==> src/rtl/prim_pad_in_filter.sv <==
// Input conditioning for a bidirectional pad: 2-flop synchronizer, optional debounce filter,
// registered edge pulses, a stability flag and a saturating count of rejected glitches.
module prim_pad_in_filter #(
  parameter int unsigned CntWidth   = 4,
  parameter int unsigned GlitchCntW = 8,
  parameter logic        ResetValue = 1'b0
) (
  input  logic                  clk_i,
  input  logic                  rst_ni,
  input  logic                  pad_in_i,
  input  logic                  filter_en_i,
  input  logic [CntWidth-1:0]   thresh_i,
  input  logic                  clr_glitch_i,
  output logic                  filtered_o,
  output logic                  rise_o,
  output logic                  fall_o,
  output logic                  stable_o,
  output logic [GlitchCntW-1:0] glitch_cnt_o
);

  localparam int unsigned SyncStages = 2;

  // Plain flop chain: nothing may sit between the stages or metastability hardening is lost.
  logic [SyncStages:0] sync_chain;
  assign sync_chain[0] = pad_in_i;

  for (genvar gi = 0; gi < SyncStages; gi++) begin : g_sync
    logic stage_q;
    always_ff @(posedge clk_i or negedge rst_ni) begin
      if (!rst_ni) begin
        stage_q <= ResetValue;
      end else begin
        stage_q <= sync_chain[gi];
      end
    end
    assign sync_chain[gi+1] = stage_q;
  end

  logic                  sync_s;
  logic                  filt_q, filt_d;
  logic [CntWidth-1:0]   cnt_q, cnt_d;
  logic                  rise_q, rise_d;
  logic                  fall_q, fall_d;
  logic                  stable_q, stable_d;
  logic [GlitchCntW-1:0] glitch_cnt_q, glitch_cnt_d;
  logic                  bypass;
  logic                  glitch;

  assign sync_s = sync_chain[SyncStages];
  assign bypass = !filter_en_i || (thresh_i == '0);

  always_comb begin
    filt_d       = filt_q;
    cnt_d        = '0;
    glitch       = 1'b0;
    glitch_cnt_d = glitch_cnt_q;

    if (bypass) begin
      filt_d = sync_s;
    end else if (sync_s != filt_q) begin
      // Comparing with >= lets a lowered threshold take effect on the very next edge.
      if (cnt_q >= thresh_i) begin
        filt_d = sync_s;
      end else begin
        cnt_d = cnt_q + CntWidth'(1);
      end
    end else begin
      glitch = (cnt_q != '0);
    end

    if (clr_glitch_i) begin
      glitch_cnt_d = '0;
    end else if (glitch && (glitch_cnt_q != {GlitchCntW{1'b1}})) begin
      glitch_cnt_d = glitch_cnt_q + GlitchCntW'(1);
    end

    rise_d   = filt_d && !filt_q;
    fall_d   = !filt_d && filt_q;
    stable_d = (cnt_d == '0) && (sync_s == filt_d);
  end

  always_ff @(posedge clk_i or negedge rst_ni) begin
    if (!rst_ni) begin
      filt_q       <= ResetValue;
      cnt_q        <= '0;
      rise_q       <= 1'b0;
      fall_q       <= 1'b0;
      stable_q     <= 1'b1;
      glitch_cnt_q <= '0;
    end else begin
      filt_q       <= filt_d;
      cnt_q        <= cnt_d;
      rise_q       <= rise_d;
      fall_q       <= fall_d;
      stable_q     <= stable_d;
      glitch_cnt_q <= glitch_cnt_d;
    end
  end

  assign filtered_o   = filt_q;
  assign rise_o       = rise_q;
  assign fall_o       = fall_q;
  assign stable_o     = stable_q;
  assign glitch_cnt_o = glitch_cnt_q;

endmodule

==> config.mk <==
export PLATFORM = sky130hd
export DESIGN_NAME = prim_pad_in_filter
export DESIGN_NICKNAME = d
export VERILOG_FILES = /design/src/rtl/prim_pad_in_filter.sv
export SDC_FILE = /design/constraint.sdc
export NUM_CORES = 1
export LEC_CHECK = 0
export ABC_CLOCK_PERIOD_IN_PS = 1800
export BUFFER_PORTS_ARGS = -buffer_cell sky130_fd_sc_hd__clkbuf_2
export CORE_MARGIN = 3
export CORE_UTILIZATION = 35
export CTS_CLUSTER_DIAMETER = 100
export DETAILED_ROUTE_END_ITERATION = 8
export GPL_TIMING_DRIVEN = 0
export SYNTH_ARGS = -nofsm -noshare
export SYNTH_HDL_FRONTEND = slang
export SYNTH_SLANG_ARGS = --single-unit
==> constraint.sdc <==
create_clock -name clk_i -period 1.8 [get_ports clk_i]
set_input_delay 0.36 -clock clk_i [delete_from_list [all_inputs] [get_ports clk_i]]
set_output_delay 0.36 -clock clk_i [all_outputs]
set_load 0.01 [all_outputs]
# Yosys cells after proc, flatten, opt, wreduce, memory -nomap -nowiden
# Cells that the tools add are included.
dict set report word_totals {
  register_bits 18
  elab_cells 36
  in_bits 9
  out_inout_bits 12
}
dict set report classes {
  order_cmp 1
  addsub 2
  n_mux 10
  n_eq_ne 3
  reduce_logical 12
}
# cell n
set ops {}
lappend ops {{two-way mux 8 bit} 2}
lappend ops {{two-way mux 4 bit} 3}
lappend ops {{adder 8 x 1 -> 8 bit, second input constant} 1}
lappend ops {{zero test 4 bit} 2}
lappend ops {{!= test 8 bit, second input constant} 1}
lappend ops {{two-way mux 1 bit} 5}
lappend ops {{adder 4 x 1 -> 4 bit, second input constant} 1}
lappend ops {{>= comparator 4 bit} 1}
lappend ops {{logical AND 1 bit} 4}
lappend ops {{nonzero test 4 bit} 1}
lappend ops {{zero test 1 bit} 3}
lappend ops {{nonzero test 2 bit} 1}
lappend ops {{== test 1 bit} 1}
lappend ops {{logical OR 1 bit} 1}
lappend ops {{!= test 1 bit} 1}

# Logic depth before layout (Yosys ltp)
dict set report depth {
  depth_word 6
  depth_mapped 6
  ltp_nobuf 6
}

# Worst setup path after synthesis
# No wires, ideal clock.
dict set report synth_path {
  path_type {reg2reg}
  start {register filt_q, in the netlist filtered_o}
  end {register glitch_cnt_q[4], in the netlist glitch_cnt_o[4]}
  setup_time_ps 140
  t_arrival_ps 1485
  slack_ps 175
  path_buffers 1
  required_ps 1660
  path_stages_with_launch 6
  period_less_slack_ps 1625
  cell_sequence {dfrtp_1 xor2_1 a211o_1 buf_2 o311ai_0 o41ai_1}
}
dict set report synth_via {
  elab_chain_cells 5
}
# item line
set synth_rtl {}
lappend synth_rtl {{start: declaration} 40} ;# logic filt_q, filt_d;
lappend synth_rtl {{start signal: assignment} 84} ;# filt_q <= ResetValue;
lappend synth_rtl {{start signal: assignment} 91} ;# filt_q <= filt_d;
lappend synth_rtl {{!= test 1 bit} 60} ;# end else if (sync_s != filt_q) begin
lappend synth_rtl {{two-way mux 1 bit} 60}
lappend synth_rtl {{two-way mux 1 bit} 58} ;# if (bypass) begin
lappend synth_rtl {{logical AND 1 bit} 73} ;# end else if (glitch && (glitch_cnt_q != {GlitchCntW{1'b1}})) begin
lappend synth_rtl {{nonzero test 2 bit (no source line)} --}
lappend synth_rtl {{end signal: assignment} 96} ;# glitch_cnt_q <= glitch_cnt_d;
lappend synth_rtl {{end: declaration} 45} ;# logic [GlitchCntW-1:0] glitch_cnt_q, glitch_cnt_d;
# Every way passes these cells.
# A chain may end at the register's enable or synchronous reset.

# Worst setup path after layout
dict set report layout_path {
  start {register cnt_q[0]}
  end {register glitch_cnt_q[5], in the netlist glitch_cnt_o[5]}
}
dict set report layout_via {
  elab_chain_cells 5
}
# item line
set layout_rtl {}
lappend layout_rtl {{start: declaration} 41} ;# logic [CntWidth-1:0] cnt_q, cnt_d;
lappend layout_rtl {{start signal: assignment} 92} ;# cnt_q <= cnt_d;
lappend layout_rtl {{nonzero test 4 bit} 68} ;# glitch = (cnt_q != '0);
lappend layout_rtl {{two-way mux 1 bit} 60}
lappend layout_rtl {{two-way mux 1 bit} 58}
lappend layout_rtl {{logical AND 1 bit} 73}
lappend layout_rtl {{nonzero test 2 bit (no source line)} --}
# Every way passes these cells.

==> summary.txt <==
Status
  – Outcome: finished with violations
  – Failing checks: negative hold slack

Drt
  – Vias: 744
  – 1st-iter DRT viols: 19
  – First-pass DRT Iterations: 4
  – ANT nets after route: 0
  – Routed wire length: 1700 µm
  – Post-route DRC: 0
  – Avg WL per Cell: 12.1 µm
  – Vias per cell: 5.28

Logic synthesis
  – Netlist cell types: 27
  – Mapped Cells: 89
  – Sequential area share after synthesis: 0.493
  – #FFs+latches synth: 18
  – Synth Area in Simple Gates: 0.145
  – Cell Area, Synth: 916 µm²
  – Synth Area in Adders: 0.0956
  – Mux cell area share after synthesis: 0.0232
  – Synthesis warning total: 0
  – Complex-gate fraction of the synthesized area: 0.168
  – Xor/xnor cell area share of the yosys netlist: 0.0287
  – Largest family of logic cells by synthesized area: compound AO/OA/AOI/OAI gates
  – Syn_area_per_cell: 10.3 µm²
  – Synthesized Nets: 105

Finish
  – Final nets: 130
  – Commonest non-fill, non-tap cell in the layout: clkbuf_2
  – Most frequent cells in the layout: clkbuf_2 (20), dfrtp_1 (17), inv_1 (10), nor2_1 (7), ha_1 (7)
  – Layout cells sized above 1: 0.257
  – Area Growth Syn to Fin: 20.2%
  – ANT cells: 0

STA
  – Period utilisation layout: 0.948
  – Slew Viols, Final: 0
  – Relative slew slack: 0.707
  – RSZ-0062 raised after global routing: true
  – Hold Slack: -0.000969 ns
  – Final setup fails: 0
  – Final hold vios: 8
  – Worst Tran Pin Value: 0.439 ns
  – Max Freq: 586 MHz
  – Clk_skew: 0.00258 ns
  – Final min period: 1.71 ns
  – Setup TNS: 0 ns

Floorplan
  – Die Width: 57.2 µm
  – Std cell rows: 17
  – Initial Util: 0.391
  – I/O Pins: 21
  – Die height: 57.2 µm
  – Core Area: 2340 µm²
  – Die area: 3270 µm²

Clock tree
  – Clock slew at reported path FFs: 0.10 ns
  – Largest buffer count on any clock path: 2
  – TritonCTS clock tree: yes
  – Sink Count: 18
  – Later-pin clock latency in the skew report: 0.28 ns
  – Num CTS Buffers: 3
  – CTS H-Tree Depth: 1
  – Root buffer cell: clkbuf_4
  – # hold bufs at CTS: 0

Worst setup path
  – Critical path required time: 2.02 ns
  – Crit-path max FO: 6
  – Startpoint type of the worst setup path: flip-flop
  – Cell family with most CP delay: simple AND/OR/NAND/NOR gates
  – CP max-delay cell: or4_1
  – CP arrival: 1.92 ns
  – WP buf/inv: 1
  – Crit path cell chain: inv_1 > ha_1 > a211o_1 > or4_1 > a21oi_1
  – Crit Path Class: flip-flop to flip-flop
  – CP peak stage delay: 0.49 ns
  – Worst Setup End Kind: flip-flop

Place
  – Hpwl dp: 1320 µm
  – PortBufs: 20
  – Placer congestion estimate: 0.801

GRT
  – Pin count of the biggest net entering global routing: 19
  – Vias in the first global route: 707
  – Overall Global Routing Usage: 0.117
  – Initial antenna violation count: 0
  – Gr ovfl total: 0
  – First-pass GRT wire length: 3020 µm

Power
  – PwrDens: 700 nW/µm²
  – Final Power: 0.771 mW
  – Leakage: 0.524 nW
  – Worst VDD drop: 416 µV

Flow run
  – Max-Cap Viols: 0

Worst hold path
  – HP Class: input pin to async pin
-- through the flow --
| stage | cells | setup slack [ns] | util | area [µm²] |
|---|---|---|---|---|
| after floorplan | 89 | 0.175 | - | 916 |
| after global placement | 137 | 0.00425 | 0.449 | 1050 |
| after detailed placement | 137 | -0.00924 | 0.449 | 1050 |
| after CTS | 141 | 0.0114 | 0.465 | 1090 |
| after global routing | 141 | -0.00148 | 0.471 | 1100 |
| final | 141 | 0.0938 | 0.471 | 1100 |
-- report_power, final --
part / internal [mW] / total, mW / leakage, nW / switching (mW)
combinational: 0.0415 / 0.0963 / 0.264 / 0.0548
clock: 0.123 / 0.240 / 0.0210 / 0.117
sequential: 0.422 / 0.435 / 0.239 / 0.0127
total: 0.587 / 0.771 / 0.524 / 0.184
-- synthesized netlist by cell type --
cell	n	area, µm²
nand3_1	4	20.0
nor2_1	8	30.0
or4_1	2	15.0
xor2_1	2	17.5
nand4_1	1	6.26
inv_1	10	37.5
o211ai_1	1	7.51
xnor2_1	1	8.76
o31ai_1	2	15.0
mux2i_1	1	10.0
dfstp_2	1	26.3
or3_1	2	12.5
buf_2	1	5.00
nand2_1	5	18.8
o21ai_0	5	25.0
a211oi_1	1	7.51
a21oi_1	4	20.0
dfrtp_1	17	425
a211o_1	1	8.76
mux2_2	1	11.3
o2111ai_1	1	8.76
and3b_1	2	17.5
and3_1	1	6.26
o41ai_1	4	35.0
nand2b_1	1	6.26
ha_1	7	87.6
o311ai_0	3	26.3
-- timing repair --
item                                   4_1_cts  5_1_grt
pin swaps                                    0        3
setup endpoints to repair                    3       13
setup buffers                                0        0
endpoints found under the hold margin        0        0
gates resized for setup                      3        5
-- cell type report --
| class | count | area [µm²] |
|---|---|---|
| plain buffers | 1 | 11.3 |
| well taps | 28 | 35.0 |
| flip-flops and latches | 18 | 452 |
| repair buffers | 20 | 100 |
| multi-input cells | 60 | 429 |
| fillers | 241 | 1240 |
| clock buffers | 4 | 36.3 |
| inverters | 10 | 37.5 |
-- path summary, 6_finish.rpt --
check                      depth (start not counted)                         from                     endpoint  slack (ns)
setup / recovery                                   5           cnt_q[0]$_DFF_PN0_  glitch_cnt_o[5]$_DFFE_PN0P_        0.09
hold / removal                                     1                       rst_ni  g_sync[1].stage_q$_DFF_PN0_      -0.001
setup reg to reg                                   5           cnt_q[0]$_DFF_PN0_  glitch_cnt_o[5]$_DFFE_PN0P_        0.09
hold reg to reg                                    0  g_sync[0].stage_q$_DFF_PN0_  g_sync[1].stage_q$_DFF_PN0_        0.37
max in group asynchronous                          1                       rst_ni           stable_o$_DFF_PN1_        1.47
min in group clk_i                                 1                     pad_in_i  g_sync[0].stage_q$_DFF_PN0_        0.18
-- registers in the layout, indices dropped and copies added, names as in the netlist --
| register | cells |
|---|---|
| cnt_q | 4 |
| glitch_cnt_o | 8 |
| stable_o | 1 |
| fall_o | 1 |
| g_sync.stage_q | 2 |
| filtered_o | 1 |
| rise_o | 1 |
-- cells by family (layout without fill, tap and decap cells) --
family          Yosys count  after routing
flops                    18             18
mux                       2              2
fa+ha+maj                 7              7
simple gates             26             26
compound gates           22             22
xor+xnor                  3              3
buf+inv                  11             35
-- per-layer routing --
layer | GRT usage | vias to the layer above | part of all wire
met1 | 0.154 | 353 | 0.48
li1 | - | 372 | -
met2 | 0.184 | 17 | 0.46
met3 | 0.0204 | 2 | 0.053
met4 | 0.0596 | 0 | 0.0041
met5 | 0 | - | 0
(Power assumes the default switching activity.)
